--- src/rtl/mux_scan_ctrl.sv ---
// -----------------------------------------------------------------------------
// mux_scan_ctrl
//
// Upstream sequencer for a 4:1 bit multiplexer. It steps the mux select through
// the four channels and holds each channel for SETTLE_CYCLES settle cycles plus
// one sample cycle. It samples the mux output into a work register and then
// presents the assembled 4-bit word on a valid/ready output port. Both
// single-shot and continuous scanning are supported.
//
// Optional feature macro: MUX_SCAN_MASK_EN
//   When it is defined, a ch_mask input is added. It is captured when start is
//   accepted, and disabled channels are skipped entirely. Their data bits read 0.
//
// Parameters
//   SETTLE_CYCLES : settle cycles per channel before sampling (legal 1..15)
//
// Ports
//   clk      in   rising-edge clock
//   rst_n    in   asynchronous active-low reset
//   start    in   begin a scan (honoured only while idle)
//   mode     in   0 = single scan, 1 = continuous (captured with start)
//   stop     in   end continuous scanning after the current scan
//   sel      out  channel select to mux S (registered)
//   mux_en   out  mux enable to mux EN (registered)
//   mux_y    in   mux output Y
//   data     out  assembled word, bit i = channel i sample
//   valid    out  data holds an unconsumed word
//   ready    in   consumer accepts data when valid && ready
//   busy     out  sequencer is not idle (registered)
//   ch_mask  in   channel enable mask (only with MUX_SCAN_MASK_EN)
// -----------------------------------------------------------------------------
module mux_scan_ctrl #(
    parameter int unsigned SETTLE_CYCLES = 2
) (
    input  logic       clk,
    input  logic       rst_n,
    input  logic       start,
    input  logic       mode,
    input  logic       stop,
    output logic [1:0] sel,
    output logic       mux_en,
    input  logic       mux_y,
    output logic [3:0] data,
    output logic       valid,
    input  logic       ready,
`ifdef MUX_SCAN_MASK_EN
    input  logic [3:0] ch_mask,
`endif
    output logic       busy
);

    typedef enum logic [1:0] {
        IDLE   = 2'd0,
        SETTLE = 2'd1,
        SAMPLE = 2'd2,
        HOLD   = 2'd3
    } state_t;

    // The counter is loaded with SETTLE_CYCLES-1 and counts down to 0. This
    // gives exactly SETTLE_CYCLES cycles in SETTLE.
    localparam logic [3:0] SETTLE_LOAD = 4'(SETTLE_CYCLES - 1);

    // Return the lowest enabled channel in mask.
    function automatic logic [1:0] first_ch(input logic [3:0] mask);
        logic [1:0] ch;
        ch = 2'd0;
        for (int i = 3; i >= 0; i--) begin
            if (mask[i]) begin
                ch = 2'(i);
            end else begin
                ch = ch;
            end
        end
        return ch;
    endfunction

    // Return 1 when some enabled channel lies above cur.
    function automatic logic has_next(input logic [3:0] mask, input logic [1:0] cur);
        logic found;
        found = 1'b0;
        for (int i = 0; i < 4; i++) begin
            if (mask[i] && (i > int'(cur))) begin
                found = 1'b1;
            end else begin
                found = found;
            end
        end
        return found;
    endfunction

    // Return the lowest enabled channel above cur. The loop walks downward, so
    // the last hit is the nearest channel above cur.
    function automatic logic [1:0] next_ch(input logic [3:0] mask, input logic [1:0] cur);
        logic [1:0] ch;
        ch = cur;
        for (int i = 3; i >= 0; i--) begin
            if (mask[i] && (i > int'(cur))) begin
                ch = 2'(i);
            end else begin
                ch = ch;
            end
        end
        return ch;
    endfunction

    state_t     state_r;
    logic [1:0] sel_r;
    logic       mux_en_r;
    logic [3:0] data_r;
    logic       valid_r;
    logic       busy_r;
    logic [3:0] work_r;
    logic [3:0] cnt_r;
    logic       mode_r;
    logic       stop_r;

    logic [3:0] mask_s;       // channel mask in force for the running session
    logic [3:0] start_mask_s; // mask that would be captured by an accepted start
    logic [3:0] word_s;       // work register with the current sample merged in
    logic       last_s;       // current channel is the last enabled one
    logic       can_xfer_s;   // output register can take a new word this cycle
    logic       go_on_s;      // another scan follows the one now completing

`ifdef MUX_SCAN_MASK_EN
    logic [3:0] mask_r;

    // Select the captured mask for the session and the live mask for start.
    always_comb begin
        mask_s       = mask_r;
        start_mask_s = ch_mask;
    end
`else
    // Without the mask feature, every channel is always scanned.
    always_comb begin
        mask_s       = 4'b1111;
        start_mask_s = 4'b1111;
    end
`endif

    // Merge the mux sample into the work word, and decode the scan-control conditions.
    always_comb begin
        word_s        = work_r;
        word_s[sel_r] = mux_y;
        last_s        = !has_next(mask_s, sel_r);
        can_xfer_s    = !valid_r || ready;
        // A stop that arrives on the completing edge still counts. The latch
        // has not been updated yet at that point.
        go_on_s       = mode_r && !(stop_r || stop);
    end

    // Scan sequencer FSM with registered mux controls, output word and handshake.
    always_ff @(posedge clk or negedge rst_n) begin
        if (!rst_n) begin
            state_r  <= IDLE;
            sel_r    <= 2'd0;
            mux_en_r <= 1'b0;
            data_r   <= 4'd0;
            valid_r  <= 1'b0;
            busy_r   <= 1'b0;
            work_r   <= 4'd0;
            cnt_r    <= 4'd0;
            mode_r   <= 1'b0;
            stop_r   <= 1'b0;
`ifdef MUX_SCAN_MASK_EN
            mask_r   <= 4'd0;
`endif
        end else begin
            // The consumer takes the word. A transfer in the same cycle
            // overrides this below and keeps valid high.
            if (valid_r && ready) begin
                valid_r <= 1'b0;
            end

            if ((state_r != IDLE) && stop) begin
                stop_r <= 1'b1;
            end

            case (state_r)
                IDLE: begin
                    sel_r    <= 2'd0;
                    mux_en_r <= 1'b0;
                    if (start && (start_mask_s != 4'd0)) begin
                        mode_r   <= mode;
                        stop_r   <= 1'b0;
                        work_r   <= 4'd0;
`ifdef MUX_SCAN_MASK_EN
                        mask_r   <= start_mask_s;
`endif
                        sel_r    <= first_ch(start_mask_s);
                        mux_en_r <= 1'b1;
                        cnt_r    <= SETTLE_LOAD;
                        busy_r   <= 1'b1;
                        state_r  <= SETTLE;
                    end
                end

                SETTLE: begin
                    mux_en_r <= 1'b1;
                    if (cnt_r == 4'd0) begin
                        state_r <= SAMPLE;
                    end else begin
                        cnt_r <= cnt_r - 4'd1;
                    end
                end

                SAMPLE: begin
                    work_r <= word_s;
                    if (!last_s) begin
                        sel_r   <= next_ch(mask_s, sel_r);
                        cnt_r   <= SETTLE_LOAD;
                        state_r <= SETTLE;
                    end else if (can_xfer_s) begin
                        data_r  <= word_s;
                        valid_r <= 1'b1;
                        if (go_on_s) begin
                            sel_r    <= first_ch(mask_s);
                            mux_en_r <= 1'b1;
                            cnt_r    <= SETTLE_LOAD;
                            work_r   <= 4'd0;
                            state_r  <= SETTLE;
                        end else begin
                            sel_r    <= 2'd0;
                            mux_en_r <= 1'b0;
                            busy_r   <= 1'b0;
                            stop_r   <= 1'b0;
                            state_r  <= IDLE;
                        end
                    end else begin
                        // The consumer has not taken the previous word yet.
                        // Park with sel unchanged and the mux disabled.
                        mux_en_r <= 1'b0;
                        state_r  <= HOLD;
                    end
                end

                HOLD: begin
                    mux_en_r <= 1'b0;
                    if (ready) begin
                        data_r  <= work_r;
                        valid_r <= 1'b1;
                        if (go_on_s) begin
                            sel_r    <= first_ch(mask_s);
                            mux_en_r <= 1'b1;
                            cnt_r    <= SETTLE_LOAD;
                            work_r   <= 4'd0;
                            state_r  <= SETTLE;
                        end else begin
                            sel_r    <= 2'd0;
                            busy_r   <= 1'b0;
                            stop_r   <= 1'b0;
                            state_r  <= IDLE;
                        end
                    end
                end

                default: begin
                    sel_r    <= 2'd0;
                    mux_en_r <= 1'b0;
                    busy_r   <= 1'b0;
                    stop_r   <= 1'b0;
                    state_r  <= IDLE;
                end
            endcase
        end
    end

    assign sel    = sel_r;
    assign mux_en = mux_en_r;
    assign data   = data_r;
    assign valid  = valid_r;
    assign busy   = busy_r;

endmodule

--- config.mk ---
export PLATFORM = sky130hd
export DESIGN_NAME = mux_scan_ctrl
export DESIGN_NICKNAME = d
export VERILOG_FILES = /design/src/rtl/mux_scan_ctrl.sv
export SDC_FILE = /design/constraint.sdc
export NUM_CORES = 1
export LEC_CHECK = 0
export ABC_AREA = 1
export CAP_MARGIN = 25
export CELL_PAD_IN_SITES_DETAIL_PLACEMENT = 1
export CELL_PAD_IN_SITES_GLOBAL_PLACEMENT = 2
export CORE_ASPECT_RATIO = 0.75
export CORE_MARGIN = 2
export CORE_UTILIZATION = 28
export DETAILED_ROUTE_END_ITERATION = 10
export PLACE_DENSITY_LB_ADDON = 0.3
export SLEW_MARGIN = 20
export SYNTH_ARGS = -nofsm -noshare
export SYNTH_HDL_FRONTEND = slang
export SYNTH_SLANG_ARGS = --single-unit
export TNS_END_PERCENT = 20
--- constraint.sdc ---
create_clock -name clk -period 1.3 [get_ports clk]
set_input_delay 0.13 -clock clk [delete_from_list [all_inputs] [get_ports clk]]
set_output_delay 0.13 -clock clk [all_outputs]
set_load 0.05 [all_outputs]
==> results of run 1 <==
## power by group through the flow
| stage | Clock, mW | Combinational [mW] | Sequential [mW] |
|---|---|---|---|
| 2_1_floorplan | 0 | 1.30 | 1.30 |
| 6_report | 0.466 | 3.02 | 1.10 |
| 5_1_grt | 0.502 | 3.29 | 1.13 |
| 4_1_cts | 0.473 | 2.84 | 1.10 |
| 3_3_place_gp | 0 | 2.68 | 1.09 |
| 3_5_place_dp | 0 | 2.77 | 1.11 |
## synth_stat cells
cell,n
inv_4,1
ha_1,6
o21ai_0,8
nor2_1,13
buf_4,1
nand2_2,3
o21ai_1,3
o22ai_1,1
nor2_2,1
clkinv_2,1
a21oi_1,7
nand3_1,18
buf_6,1
nand3_4,3
inv_2,1
nor2_8,1
or2_2,3
o21ai_4,1
inv_1,21
nand2_1,55
nand4_1,5
dfrtp_1,21
nand2_4,1
nor3_1,1
a31oi_1,2
## worst reg2reg max path, stage by stage, from the launching register on
cell and delay [ps]:
dfrtp_2 420, ha_4 190, inv_4 50, o21ai_4 230, buf_6 150, nand3_4 60, nand2_2 70, nand2_1 50
## sequential cells by signal (all words and copies together) (netlist names), 2 cells and up
register,flops
cnt_r,4
sel,2
state_r,2
data,4
work_r,4
## repair_timing
item,4_1_cts,5_1_grt
endpoints found under the setup margin,18,18
gates resized for setup,8,21
buffers inserted,2,3
pin swaps,1,5
## final cells by class
class | count | share of cell area [%]
multi-input combinational | 132 | 39.0
sequential | 21 | 25.8
timing repair buffer | 48 | 24.7
inverter | 24 | 4.69
tap | 57 | 3.47
clock buffer | 3 | 2.01
clock inverter | 1 | 0.244
## cells by family (layout without fill, tap and decap cells)
| group | count (synthesis) | after routing | share of synthesized area (%) |
|---|---|---|---|
| adder cells (fa/ha/maj) | 6 | 6 | 5.57 |
| AND/OR/NAND/NOR | 104 | 104 | 37.8 |
| AO/OA/AOI/OAI | 22 | 22 | 9.29 |
| flip-flops | 21 | 21 | 39.0 |
| buffers and inverters | 26 | 76 | 8.36 |
## final timing paths
check,start,end,cells past startpoint
setup reg to reg,sel[1],state_r[0],7
setup / recovery,sel[1],state_r[0],7
min in group clk,mode,mode_r,3
hold reg to reg,work_r[1],work_r[1],2
hold / removal,rst_n,sel[0],2
max in group asynchronous,rst_n,state_r[1],2
## metal layers
layer  vias up  part of all wire, %  track usage [%]
met5         -                    0                0
met4         0                  1.7             4.44
met3         7                  3.5             3.75
met2        22                   46             27.2
met1       682                   49             22.6
li1        676                    -                -
## metrics by stage
step	instances	setup TNS [ps]	area, sq um
floorplan	179	-408	1370
global placement	277	-2340	1870
detailed placement	277	-3050	1870
CTS	283	-97.7	1960
global route	286	-853	2050
finish	286	-61.0	2050
==> metrics.yaml, run 1 <==
run_status:
  outcome: "finished with violations"
  violations: "setup timing"
yosys:
  syn_inst: 179
  yosysUniqueCellTypes: 25
  ys_top_cells_by_area: "dfrtp_1, nand2_1, nand3_1, inv_1, ha_1"
  synth_fp_nets: 192
  ys_seq_area_share_pct: 39.0
  synth_top_area_cell: "dfrtp_1"
  avgSynthCellArea_sq_um: 7.53
  ys_seq_elements: 21
  yosysWarnings: 0
  syn_area_sq_um: 1350
  synth_top_area_share_pct: 39.0
pwr:
  clock_power_share_pct: 10.2
  intPower_mw: 2.41
  p_leak_nw: 1.02
  p_comb_share_pct: 65.9
  swShare_pct: 47.4
  total_power_mw: 4.59
  p_switching_mw: 2.17
  p_per_area_nw_per_um2: 2230
  seqPwrFrac_pct: 24.0
  vdd.ir_drop.worst_v: 0.000894
worst_setup_path:
  crit_buf_inv: 2
  cp-end-kind: "flip-flop"
  r2r_slack_ps: -40
  cpMaxStageDelayCell: "dfrtp_2"
  slowest_delay_ps: 420
  worst_setup_path_start_kind: "flip-flop"
  cp_top_family: "flip-flops"
  crit_chain: "ha_4 > inv_4 > o21ai_4 > buf_6 > nand3_4 > nand2_2 > nand2_1"
  cp.arrival_ps: 1500
  worstPathRequired_ps: 1460
  cp_max_fo: 4
  worstSetupPathType: "flip-flop to flip-flop"
clock_tree:
  clockBufferDepth: 2
  clk_latency_ps: 280
  clk_pin_slew_worst_paths_ps: 90
  cts_max_level: 1
  cts_buffers: 3
  root_buffer: "clkbuf_8"
  cts_tree: "built"
  cts_hold_repair.buffers: 0
  cts_sinks: 21
sta:
  clock.fmax_mhz: 748
  relSlewSlack_pct: 75.1
  fin_worst_skew_ps: 6.36
  period_needed_ps: 1340
  drv_slew: 0
  setup_slack_ps: -36.4
  max_slew.worst_pin.slew_ps: 373
  holdWs_ps: 191
  rsz0062_at_grt: "true"
  setup_viol: 4
  timing.final.hold_violations: 0
  finalCritPeriodShare_pct: 103
layout:
  final_util_pct: 45.2
  layout_common_cells: "nand2_1, buf_4, inv_1"
  multi_input_area_sq_um: 801
  seqCellArea_sq_um: 531
  drive_above_1_share_pct: 37.1
  diodes: 0
  final_common_cell: "nand2_1"
  fillCellCount: 568
  syn2layout_area_growth_pct: 52.4
  nets: 243
global_route:
  antenna_found_initial: 0
  grt_pass1_vias: 1462
  grt.overflow.total: 0
  grt_first_pass_wirelength_microns: 7090
  grtUsageTotal_pct: 16.7
  grt_max_degree: 22
placed_design:
  hpwl_microns: 3260
  port_buffers: 15
  place.gp.congestion: 0.808
  dp_slack_ps: -252
die:
  rows: 21
  pin_count: 16
  die_area_sq_um: 5390
  fp.dieW_microns: 84.1
  start_util_pct: 29.6
  core-area_sq_um: 4550
  die_y_microns: 64.1
drt:
  drt_drc_violations_left: 0
  num_vias: 1387
  viasPerCell: 4.85
  drt-total-wl_microns: 4220
  drtIter0Drc: 74
  dr.pass1.iters: 4
  drt.antenna.violating_nets: 0
  wl_per_cell_microns: 14.8
flow_run:
  max_cap_violations: 0
hold_path:
  hold_class: "input pin to asynchronous set/reset pin"
No activity file was read; power rests on OpenSTA's default activity.
==> inputs of run 2 (changes only) <==
--- a/config.mk
+++ b/config.mk
@@ -6,6 +6,7 @@
 export NUM_CORES = 1
 export LEC_CHECK = 0
 export ABC_AREA = 1
+export ABC_CLOCK_PERIOD_IN_PS = 1300
 export CAP_MARGIN = 25
 export CELL_PAD_IN_SITES_DETAIL_PLACEMENT = 1
 export CELL_PAD_IN_SITES_GLOBAL_PLACEMENT = 2
==> results of run 2 <==
No change in the layout: final DEF, timing and power equal those of run 1.
